==> config.mk <==
export PLATFORM = sky130hd
export DESIGN_NAME = trap_ctrl
export DESIGN_NICKNAME = d
export VERILOG_FILES = /design/src/rtl/trap_ctrl.sv
export SDC_FILE = /design/constraint.sdc
export NUM_CORES = 1
export LEC_CHECK = 0
export CAP_MARGIN = 25
export CORE_ASPECT_RATIO = 0.7
export CORE_MARGIN = 1
export CORE_UTILIZATION = 35
export DETAILED_ROUTE_END_ITERATION = 10
export GPL_ROUTABILITY_DRIVEN = 0
export PLACE_DENSITY_LB_ADDON = 0.08
export SETUP_SLACK_MARGIN = 0.05
export SLEW_MARGIN = 5
export SYNTH_ARGS = -nofsm -noshare
export SYNTH_HDL_FRONTEND = slang
export SYNTH_SLANG_ARGS = --single-unit
==> constraint.sdc <==
create_clock -name clk_i -period 6.43 [get_ports clk_i]
set_input_delay 0.643 -clock clk_i [delete_from_list [all_inputs] [get_ports clk_i]]
set_output_delay 0.643 -clock clk_i [all_outputs]
set_load 0.01 [all_outputs]
==> src/rtl/trap_ctrl.sv <==
// trap_ctrl: machine-mode trap entry (save cause/epc, jump to mtvec) and mret return sequencer
module trap_ctrl (
  input  logic        clk_i,
  input  logic        rst_ni,
  input  logic        mstatus_ie_i,
  input  logic        mie_external_i,
  input  logic        mie_timer_i,
  input  logic        mie_software_i,
  input  logic        mip_external_i,
  input  logic        mip_timer_i,
  input  logic        mip_software_i,
  input  logic [31:0] mtvec_i,
  input  logic [31:0] mepc_i,
  input  logic        inst_valid_i,
  input  logic [31:0] inst_pc_i,
  input  logic        ecall_i,
  input  logic        ebreak_i,
  input  logic        illegal_i,
  input  logic        mret_i,
  input  logic        redirect_ready_i,
  output logic        cause_we_o,
  output logic [3:0]  cause_o,
  output logic        interrupt_type_o,
  output logic        epc_we_o,
  output logic [31:0] epc_o,
  output logic        mstatus_ie_clear_o,
  output logic        mstatus_ie_set_o,
  output logic        stall_req_o,
  output logic        redirect_valid_o,
  output logic [31:0] redirect_pc_o
);
  typedef enum logic [1:0] {IDLE, SAVE, JUMP, MRET} state_e;
  state_e      state_q, state_d;
  logic [3:0]  cause_q, cause_d;
  logic        intr_q, intr_d;
  logic        first_q, first_d;
  logic [31:0] pc_q, pc_d;
  logic [31:0] tgt_q, tgt_d;
  logic        ext, sw, tm, irq, exc;
  logic [3:0]  irq_cause, exc_cause;
  logic [31:0] vec_off;
  // source arbitration and next-state/target selection; the redirect target is latched so it stays stable while fetch stalls
  always_comb begin
    ext       = mstatus_ie_i & mie_external_i & mip_external_i;
    sw        = mstatus_ie_i & mie_software_i & mip_software_i;
    tm        = mstatus_ie_i & mie_timer_i & mip_timer_i;
    irq       = ext | sw | tm;
    exc       = illegal_i | ebreak_i | ecall_i;
    irq_cause = ext ? 4'd11 : sw ? 4'd3 : 4'd7;
    exc_cause = illegal_i ? 4'd2 : ebreak_i ? 4'd3 : 4'd11;
    vec_off   = (intr_q && mtvec_i[1:0] == 2'b01) ? {26'd0, cause_q, 2'b00} : 32'd0;
    state_d   = state_q;
    cause_d   = cause_q;
    intr_d    = intr_q;
    pc_d      = pc_q;
    tgt_d     = tgt_q;
    first_d   = 1'b0;
    case (state_q)
      IDLE: if (inst_valid_i) begin
        if (irq | exc) begin
          state_d = SAVE;
          cause_d = irq ? irq_cause : exc_cause;
          intr_d  = irq;
          pc_d    = inst_pc_i;
        end else if (mret_i) begin
          state_d = MRET;
          tgt_d   = mepc_i & 32'hFFFF_FFFC;
          first_d = 1'b1;
        end
      end
      SAVE: begin
        state_d = JUMP;
        tgt_d   = (mtvec_i & 32'hFFFF_FFFC) + vec_off;
      end
      JUMP, MRET: state_d = redirect_ready_i ? IDLE : state_q;
      default: state_d = IDLE;
    endcase
  end
  // state and latched trap context
  always_ff @(posedge clk_i or negedge rst_ni) begin
    if (!rst_ni) begin
      state_q <= IDLE;
      cause_q <= 4'd0;
      intr_q  <= 1'b0;
      first_q <= 1'b0;
      pc_q    <= 32'd0;
      tgt_q   <= 32'd0;
    end else begin
      state_q <= state_d;
      cause_q <= cause_d;
      intr_q  <= intr_d;
      first_q <= first_d;
      pc_q    <= pc_d;
      tgt_q   <= tgt_d;
    end
  end
  // outputs decode from state; stall also covers the IDLE cycle that launches a sequence, and is masked during reset
  always_comb begin
    cause_we_o         = state_q == SAVE;
    cause_o            = state_q == SAVE ? cause_q : 4'd0;
    interrupt_type_o   = state_q == SAVE && intr_q;
    epc_we_o           = state_q == SAVE;
    epc_o              = state_q == SAVE ? pc_q : 32'd0;
    mstatus_ie_clear_o = state_q == SAVE;
    mstatus_ie_set_o   = state_q == MRET && first_q;
    redirect_valid_o   = state_q == JUMP || state_q == MRET;
    redirect_pc_o      = redirect_valid_o ? tgt_q : 32'd0;
    stall_req_o        = rst_ni && (state_q != IDLE || (inst_valid_i && (irq || exc || mret_i)));
  end
endmodule

Yosys cells after proc, flatten, opt, wreduce, memory -nomap -nowiden
Cells that the tools add are included.
- add/subtract/negate cells: 1
- mux-type cells: 22
- reduce and logical (&&, ||, !) cells: 16
- bitwise operators: 11
- equality and inequality tests: 9
- operators with widths (kind ; number):
    $mux 32 ; 5
    $pmux 32 s2 ; 1
    $add 32x6->32 ; 1
    $mux 4 ; 5
    $mux 2 ; 4
    $ne 2x2->1 const B ; 4
    $and 1x1->1 ; 6
    $mux 6 ; 1
    $pmux 2 s3 ; 1
    $reduce_and 3->1 ; 2
    $logic_and 1x1->1 ; 5
    $or 1x1->1 ; 5
    $eq 2x1->1 const B ; 2
    $eq 2x2->1 const B ; 2
    $logic_or 1x1->1 ; 4
    $mux 1 ; 4
    $reduce_and 4->1 ; 1
    $reduce_bool 2->1 ; 2
    $mux 3 ; 1
    $ne 3x3->1 const B ; 1
    $logic_not 2->1 ; 1
    $reduce_or 2->1 ; 1
- register bits: 72
- input port bits: 111
- output and inout bits: 75
- logic and storage cells: 65

Logic depth before layout (Yosys ltp)
Gate-level depths: netlist (run 1).
- depth after elaboration: 9
- gate-level depth with buffers: 10
- gate-level depth less buffers: 9

Least setup slack after synthesis (run 1)
OpenSTA, ideal clock, no wires.
- kind: input to register
- start: input port mtvec_i[0]
- end: register tgt_q[28]
- required time: 6.284 ns
- path buffers: 1
- cell stages on the path: 10
- library setup time: 0.146 ns
- arrival: 2.761 ns
- setup slack: 3.523 ns
- cell sequence: and3b_1 and2_1 ha_1 fa_1 a21o_1 a21oi_1 clkbuf_1 nor4_1 xnor2_1 mux2i_1
- longest elaborated chain between the ends: 5
- ends and longest elaborated chain (element ; RTL line ; text):
    start, declared ; 12 ; input logic [31:0] mtvec_i,
    $eq 2x1->1 ; 51 ; vec_off = (intr_q && mtvec_i[1:0] == 2'b01) ? {26'd0, cause_q, 2'b00} : 32'd0;
    $logic_and 1x1->1 ; 51 ;
    $mux 6 ; 51 ;
    $add 32x6->32 ; 73 ; tgt_d = (mtvec_i & 32'hFFFF_FFFC) + vec_off;
    $pmux 32 s2 ; 58 ; case (state_q)
    end signal, assigned ; 94 ; tgt_q <= tgt_d;
    end, declared ; 38 ; logic [31:0] tgt_q, tgt_d;
Every way passes these cells.
A chain may end at the register's enable or synchronous reset.

Final worst setup path (run 1)
- start: input port mip_external_i
- end: output port stall_req_o
- longest elaborated chain between the ends: 8
- ends and longest elaborated chain (element ; RTL line ; text):
    start, declared ; 9 ; input logic mip_external_i,
    $and 1x1->1 ; 44 ; ext = mstatus_ie_i & mie_external_i & mip_external_i;
    $or 1x1->1 (2 in a row) ; 47 ; irq = ext | sw | tm;
    $logic_or 1x1->1 (2 in a row) ; 108 ; stall_req_o = rst_ni && (state_q != IDLE || (inst_valid_i && (irq || exc || mret_i)));
    $logic_and 1x1->1 ; 108 ;
    $logic_or 1x1->1 ; 108 ;
    $logic_and 1x1->1 ; 108 ;
    end, declared ; 28 ; output logic stall_req_o,
Every way passes these cells.

==> results of run 1 <==
[power by group through the flow]
| stage | registers, mW | clock network (mW) | logic (mW) |
|---|---|---|---|
| after global routing | 0.795 | 0.538 | 1.11 |
| after detailed placement | 0.773 | 0 | 1.02 |
| after floorplan | 0.727 | 0 | 0.570 |
| after global placement | 0.760 | 0 | 0.999 |
| final | 0.765 | 0.503 | 1.01 |
| after CTS | 0.768 | 0.519 | 1.02 |
[logic make-up (layout without fill, tap and decap cells)]
family | Yosys count | in the layout | synth area share, %
AND/OR/NAND/NOR | 142 | 142 | 21.7
multiplexers | 86 | 86 | 21.5
AO/OA/AOI/OAI | 27 | 27 | 4.18
adder cells (fa/ha/maj) | 5 | 5 | 1.67
flip-flops | 70 | 70 | 41.8
XOR/XNOR | 26 | 26 | 5.44
other | 1 | 2 | 0.0896
buffers and inverters | 30 | 206 | 3.56
[metrics by stage]
| step | util, % | instances | hold WS, ns | instance area, sq um |
|---|---|---|---|---|
| after floorplan | - | 388 | 0.347 | 4190 |
| after global placement | 52.4 | 704 | 0.468 | 6120 |
| after detailed placement | 52.4 | 704 | 0.476 | 6120 |
| after CTS | 54.9 | 720 | 0.281 | 6420 |
| after global routing | 55.2 | 721 | 0.295 | 6450 |
| final | 55.2 | 721 | 0.255 | 6450 |
[registers in the layout, indices dropped and copies added (netlist names)]
| register | count |
|---|---|
| cause_q | 4 |
| first_q | 1 |
| intr_q | 1 |
| pc_q | 32 |
| state_q | 2 |
| tgt_q | 30 |
[critical path, cell delays in order]
cell and delay [ns]:
clkdlybuf4s50_1 0.50, a22oi_1 0.11, o211ai_1 0.45, o21a_1 0.20
o31a_1 0.12, clkdlybuf4s50_1 0.54
[layout make-up]
class	instances	area share, %
well taps	157	3.05
inverters	1	0.0582
flip-flops and latches	70	27.2
clock inverters	7	1.14
clock buffers	9	3.49
repair buffers	189	29.3
multi-input cells	288	35.8
[cell usage in the layout (no fill, tap or decap), types with 3 or more instances in the layout]
cell / count
nor3_1: 6
nand2_1: 17
nor2b_1: 3
mux2_2: 32
clkbuf_16: 9
nor3b_1: 3
nand3_1: 6
xnor2_1: 24
a21o_1: 3
nor4b_1: 3
clkdlybuf4s50_1: 180
dfrtp_1: 70
nor4_1: 6
o21a_1: 3
nor2_1: 5
a21oi_1: 4
and4_1: 3
ha_1: 4
mux2i_1: 54
nor4_4: 3
and3_1: 4
and2_1: 71
buf_4: 8
o21ai_0: 9
[worst paths after layout]
path                                startpoint           to  slack [ns]  cells past startpoint
worst max-delay path            mip_external_i  stall_req_o        3.22                      6
worst min-delay path                    rst_ni    tgt_q[10]        0.26                      1
worst max register to register          intr_q    tgt_q[24]        3.94                     10
worst min register to register      cause_q[1]   cause_q[1]        0.49                      1
max in group asynchronous               rst_ni     pc_q[14]        5.30                      2
min in group clk_i                  cause_q[1]   cause_q[1]        0.49                      1
[routing by layer]
layer  share of wire (%)  global-route usage, %  up-vias  wire length (um)
met4                0.90                   4.60        0               100
met5                   0                      0        -                 0
met1                  46                   24.1     1691              5060
met3                 6.4                   6.18       11               711
li1                    -                      -     1680                 -
met2                  47                   30.5       98              5240
==> impl_metrics.toml, run 1 <==
[clock_tree]
cts_resized = 0
htreeDepth = 3
numCtsBuffers = 9
hold_buffers = 0
cts-root-buf = "clkbuf_16"
cts_buffer_depth = 2
cts_setup_buffers = 0
cts_tree = "built"
clk_latency_ns = 0.33
clock_sinks = 70
clk_pin_slew_ns = 0.06

[synth]
ys.flop_type = "dfrtp_1"
synth-edff-count = 0
yosys.area.top_type_share_pct = 41.8
ys_types = 45
yosysMostFrequentCell = "and2_1"
synth_area_leaders = "dfrtp_1 42%, mux2i_1 13%, and2_1 11%, mux2_2 8.6%, xnor2_1 5.0%"
seq_area_frac_synth_pct = 41.8
synthCells = 387
syn-cell-area_sq_um = 4190
synth-seq-cells = 70
ys_warn_count = 0
async_flop_share_pct = 100
yosys.area.top_type = "dfrtp_1"
avgSynthCellArea_sq_um = 10.8
synthTopCellsByCount = "71 x and2_1, 70 x dfrtp_1, 54 x mux2i_1, 32 x mux2_2, 24 x xnor2_1"

[power]
share_comb_of_total_power_pct = 44.4
powerDensity_nw_per_um2 = 354
p_int_mw = 1.56
swShare_pct = 31.7
ir_worst_vdd_mv = 0.147
power_mw = 2.28
seqPwrFrac_pct = 33.6
p_switching_uw = 723
power.share.clock_pct = 22.1
p_leak_nw = 2.50

[sta]
setup_ws_ns = 3.22
relSlewSlack_pct = 41.2
fin_crit_ns = 3.21
max_freq_mhz = 312
hold_violations = 0
clock-skew-final_ns = 0.00597
fin_crit_sh_pct = 49.9
final_max_slew_viol_count = 0
final.setup.tns_ns = 0
rsz0062_at_grt = "no"
tightestPinTransition_ns = 0.882
setup_viol = 0

[finish]
layout.nets = 675
area_growth_syn_to_layout_pct = 54.0
regArea_sq_um = 1750
multi_input_area_sq_um = 2310
diodes = 0
drive_gt1_share_pct = 11.9
fillers = 1028

[setup_path]
cp_max_fo = 4
critPathKind = "input port to primary output"
start_kind = "input port"
cp.required_ns = 5.79
cp-end-kind = "primary output"
worst_ep_arrival_time_ns = 2.57

[die]
start_util_pct = 35.8
dieArea_sq_um = 12400
ioPinCount = 186
die-height_um = 93.5
core-area_sq_um = 11700
rows = 33
die_w_um = 133

[placement]
preCtsSetupSlack_ns = 3.08
io_buffers = 181
hpwl_um = 7950

[routing]
drc = 0
ant_nets = 0
postRouteWirelength_um = 11100
wl_per_cell_um = 15.4
drt_iter0_drc = 116
via_per_inst = 4.83
vias = 3480
drt-pass1-iter-count = 4

[grt]
grt_remaining_overflow = 0
antenna_found_initial = 0
grt_pass1_vias = 3589
grt_use_total_pct = 18.8
grt_max_degree = 42
grt_first_pass_wirelength_um = 18100

[outcome]
status = "complete, no violations"

[min_path]
hold_path_class = "input port to async pin"

[run]
max_cap_violations = 0
No activity file was read; power rests on OpenSTA's default activity.
==> run 2: changes to the inputs <==
==> constraint.sdc (replaced) <==
create_clock -name clk_i -period 2.7 [get_ports clk_i]
set_input_delay 0.27 -clock clk_i [delete_from_list [all_inputs] [get_ports clk_i]]
set_output_delay 0.27 -clock clk_i [all_outputs]
set_load 0.01 [all_outputs]
==> run 2 against run 1 <==
- core utilization rose by 1.1 points
- clock power rose to 2.5 times the previous value
- largest cell class unchanged
- highest routed layer unchanged
- worst setup slack lost 3.0 ns
==> impl_metrics.toml, run 2 (synthesized netlist as in run 1, its figures left out) <==
[outcome]
status = "complete, no violations"

[finish]
drive_gt1_share_pct = 13.5
regArea_sq_um = 1750
layout.nets = 687
mostFrequentLayoutCell = "clkdlybuf4s50_1"
final_area_sq_um = 6580
largest_reg_flops = 32
regMostFlops = "pc_q"
final_core_util_pct = 56.3
area_growth_syn_to_layout_pct = 57.1
diodes = 0
largest_registers = "pc_q: 32 flops, tgt_q: 30 flops, cause_q: 4 flops"
fin_cells = 733
final_cell_mix = "180 x clkdlybuf4s50_1, 71 x and2_1, 70 x dfrtp_1"
multi_input_area_sq_um = 2310
fillers = 1005

[placement]
post_dp_cell_area_sq_um = 6220
io_buffers = 181
placed_cells = 715
hpwl_um = 7950

[setup_path]
rr_startpoint = "intr_q"
worstPathCellList = "and3b_1, and2_1, ha_1, fa_1, a21o_1, a21oi_1, buf_4, nor4_1, xnor2_1, mux2i_1"
worst_ep_arrival_time_ns = 2.63
critPathTopFamily = "adder cells"
rrSetupSlack_ns = 0.27
critPathSlowestCell = "fa_1"
critPathKind = "register to register"
regToRegEndpoint = "tgt_q[28]"
endpoint = "tgt_q[28]"
crit_cells = 10
cp-end-kind = "register"
worstRegToRegCells = 10
cp.required_ns = 2.90
crit_start = "intr_q"
start_kind = "register"
cp_max_fo = 14
critPathBufInv = 1
max_stage_delay_ns = 0.40

[power]
ir_worst_vdd_mv = 0.390
p_leak_nw = 2.57
powerDensity_nw_per_um2 = 839
power_mw = 5.52

[clock_tree]
cts_buffer_depth = 2
clk_latency_ns = 0.33
cts_resized = 0
clk_pin_slew_ns = 0.06
hold_buffers = 0
cts-root-buf = "clkbuf_16"
cts_tree = "built"
clock_sinks = 70
numCtsBuffers = 9
cts_setup_buffers = 0
htreeDepth = 3

[sta]
max_freq_mhz = 411
final.setup.tns_ns = 0
fin_crit_sh_pct = 90.1
final_max_slew_viol_count = 0
fin_crit_ns = 2.43
hold_violations = 0
clock-skew-final_ns = 0.00944
rsz0062_at_grt = "no"
setup_viol = 0

[die]
ioPinCount = 186
start_util_pct = 35.8
rows = 33
die_w_um = 133
dieArea_sq_um = 12400
die-height_um = 93.5
core-area_sq_um = 11700

[routing]
drc = 0
drt_iter0_drc = 108
vias = 3464
via_per_inst = 4.73
drt-pass1-iter-count = 4
wl_per_cell_um = 15.1
postRouteWirelength_um = 11100
ant_nets = 0

[grt]
grt_pass1_vias = 3572
grt_first_pass_wirelength_um = 18100
antenna_found_initial = 0
grt_use_total_pct = 18.8
grt_max_degree = 71
grt_remaining_overflow = 0

[min_path]
hold_path_class = "register to register"

[run]
max_cap_violations = 0
run 2: report_power, final:
group	switching (mW)	leakage [nW]	internal [mW]	total, mW
Clock	0.470	0.152	0.812	1.28
Combinational	0.990	1.58	1.44	2.43
Sequential	0.244	0.831	1.56	1.81
run 2: final cells by class:
type / instances / share of cell area (%)
well taps: 157 / 2.99
flip-flops and latches: 70 / 26.6
clock buffers: 9 / 3.42
multi-input cells: 288 / 35.1
inverters: 1 / 0.0571
clock inverters: 7 / 1.48
repair buffers: 201 / 30.3
run 2: how the worst min path moves through the flow:
stage	from	slack (ns)	cells past startpoint	to
2_1_floorplan	rst_ni	-0.03	0	cause_q[0]
3_3_place_gp	cause_q[1]	0.47	1	cause_q[1]
3_5_place_dp	cause_q[1]	0.48	1	cause_q[1]
4_1_cts	rst_ni	0.24	2	tgt_q[27]
5_1_grt	pc_q[20]	0.50	1	pc_q[20]
6_report	cause_q[1]	0.49	1	cause_q[1]
run 2: through the flow:
step           setup WS (ns)  hold WS (ns)
2_1_floorplan         0.0802       -0.0256
3_3_place_gp         -0.0425         0.470
3_5_place_dp         -0.0743         0.479
4_1_cts                0.248         0.236
5_1_grt                0.143         0.503
6_report               0.267         0.488
run 2: metal layers:
| metal | vias to the layer above | GRT usage (%) | share of wire [%] |
|---|---|---|---|
| li1 | 1714 | - | - |
| met1 | 1638 | 24.6 | 47 |
| met2 | 102 | 30.2 | 47 |
| met3 | 10 | 5.53 | 5.2 |
| met4 | 0 | 4.89 | 0.88 |
| met5 | - | 0 | 0 |
==> run 3: changes to the inputs <==
--- a/config.mk
+++ b/config.mk
@@ -11,7 +11,7 @@
 export CORE_UTILIZATION = 35
 export DETAILED_ROUTE_END_ITERATION = 10
 export GPL_ROUTABILITY_DRIVEN = 0
-export PLACE_DENSITY_LB_ADDON = 0.08
+export PLACE_DENSITY = 0.72
 export SETUP_SLACK_MARGIN = 0.05
 export SLEW_MARGIN = 5
 export SYNTH_ARGS = -nofsm -noshare
==> run 3 against run 2 <==
- clock skew fell by 0.0018 ns
- clock power decreased by 13%
- global-route usage is 0.088 points lower
- total power fell by 2.3%
- sequential cell count unchanged
- worst hold slack got worse by 0.47 ns
- wire length is 0.75% higher
- combinational power is essentially flat
- critical endpoint unchanged
==> impl_metrics.toml, run 3 (synthesized netlist as in run 1, its figures left out) <==
[power]
p_int_mw = 3.64
seqPwrFrac_pct = 33.5
ir_worst_vdd_mv = 0.384
p_leak_nw = 2.52
powerDensity_nw_per_um2 = 829
swShare_pct = 32.5
power.share.clock_pct = 20.8
p_switching_mw = 1.75
share_comb_of_total_power_pct = 45.7

[sta]
final_max_slew_viol_count = 0
max_freq_mhz = 399
final.setup.tns_ns = 0
setup_viol = 0
hold_slack_ns = 0.0184
clock-skew-final_ns = 0.00761
relSlewSlack_pct = 66.5
fin_crit_sh_pct = 92.8
fin_crit_ns = 2.51
rsz0062_at_grt = "no"
tightestPinTransition_ns = 0.502
hold_violations = 0
setup_ws_ns = 0.195

[die]
rows = 33
core-area_sq_um = 11700
die-height_um = 93.5
ioPinCount = 186
dieArea_sq_um = 12400
die_w_um = 133
start_util_pct = 35.8

[routing]
drc = 0
wl_per_cell_um = 15.3
drt-pass1-iter-count = 4
postRouteWirelength_um = 11200
via_per_inst = 4.77
ant_nets = 0
drt_iter0_drc = 97
vias = 3484

[setup_path]
worstPathCellList = "clkdlybuf4s50_1, and3b_1, and2_1, ha_1, fa_1, a21o_1, a21oi_1, buf_4, nor4_1, xnor2_1, mux2i_1"
start_kind = "input port"
cp_max_fo = 14
rr_startpoint = "intr_q"
worst_ep_arrival_time_ns = 2.70
cp.required_ns = 2.90
critPathKind = "input port to register"
crit_start = "mtvec_i[1]"
max_stage_delay_ns = 0.46
cp-end-kind = "register"
critPathTopFamily = "buffers and inverters"
critPathSlowestCell = "clkdlybuf4s50_1"
critPathBufInv = 2

[finish]
largest_reg_flops = 32
drive_gt1_share_pct = 13.3
fillers = 1030
area_growth_syn_to_layout_pct = 55.3
layout.nets = 684
regMostFlops = "pc_q"
final_core_util_pct = 55.6
mostFrequentLayoutCell = "clkdlybuf4s50_1"
largest_registers = "pc_q: 32 flops, tgt_q: 30 flops, cause_q: 4 flops"
diodes = 0
final_cell_mix = "180 x clkdlybuf4s50_1, 71 x and2_1, 70 x dfrtp_1"
fin_cells = 730

[grt]
grt_max_degree = 42
grt_first_pass_wirelength_um = 18000
grt_remaining_overflow = 0
grt_pass1_vias = 3560
grt_use_total_pct = 18.7
antenna_found_initial = 0

[placement]
placed_cells = 714
io_buffers = 181
preCtsSetupSlack_ns = -0.149
hpwl_um = 8280

[outcome]
status = "complete, no violations"

[min_path]
hold_path_class = "input port to async pin"

[clock_tree]
cts_tree = "built"
numCtsBuffers = 9
cts_resized = 0
clk_latency_ns = 0.33
htreeDepth = 3
cts-root-buf = "clkbuf_16"
hold_buffers = 0
cts_buffer_depth = 2
clk_pin_slew_ns = 0.06
cts_setup_buffers = 0
clock_sinks = 70

[run]
max_cap_violations = 0
[run 3: routing by layer]
metal | wire length (um) | up-vias | GRT usage [%]
li1 | - | 1706 | -
met1 | 5140 | 1664 | 24.2
met2 | 5250 | 110 | 30.2
met3 | 726 | 4 | 5.96
met4 | 42 | 0 | 4.60
met5 | 0 | - | 0
[run 3: area by class of cell]
cell class	instances	area, sq um	share of cell area [%]
Tap cell	157	196	3.02
Clock inverter	7	56.3	0.866
Clock buffer	9	225	3.46
Timing Repair Buffer	198	1960	30.2
Multi-Input combinational cell	288	2310	35.5
Inverter	1	3.75	0.0577
Sequential cell	70	1750	26.9
[run 3: path summary, 6_finish.rpt]
check	cells past startpoint	end	slack (ns)
hold reg to reg	1	pc_q[5]	0.50
setup reg to reg	10	tgt_q[28]	0.21
min in group clk_i	1	pc_q[5]	0.50
hold / removal	2	state_q[0]	0.02
setup / recovery	11	tgt_q[28]	0.19
max in group asynchronous	3	tgt_q[24]	1.81
[run 3: stage by stage]
step	cell area, sq um	total power, mW
after floorplan	4190	3.09
after global placement	6220	4.23
after detailed placement	6220	4.31
after CTS	6500	5.47
after global routing	6500	5.76
final	6500	5.39
[run 3: power groups by stage]
stage / Combinational [mW] / Clock, mW / Sequential [mW]
final: 2.46 / 1.12 / 1.81
after global routing: 2.68 / 1.20 / 1.88
after CTS: 2.50 / 1.16 / 1.81
after detailed placement: 2.49 / 0 / 1.82
after global placement: 2.44 / 0 / 1.79
after floorplan: 1.36 / 0 / 1.73
[run 3: worst register-to-register path: stages (launching register included)]
cell	delay, ns
dfrtp_1	0.40
and3b_1	0.21
and2_1	0.17
ha_1	0.20
fa_1	0.39
a21o_1	0.19
a21oi_1	0.15
buf_4	0.26
nor4_1	0.11
xnor2_1	0.17
mux2i_1	0.11
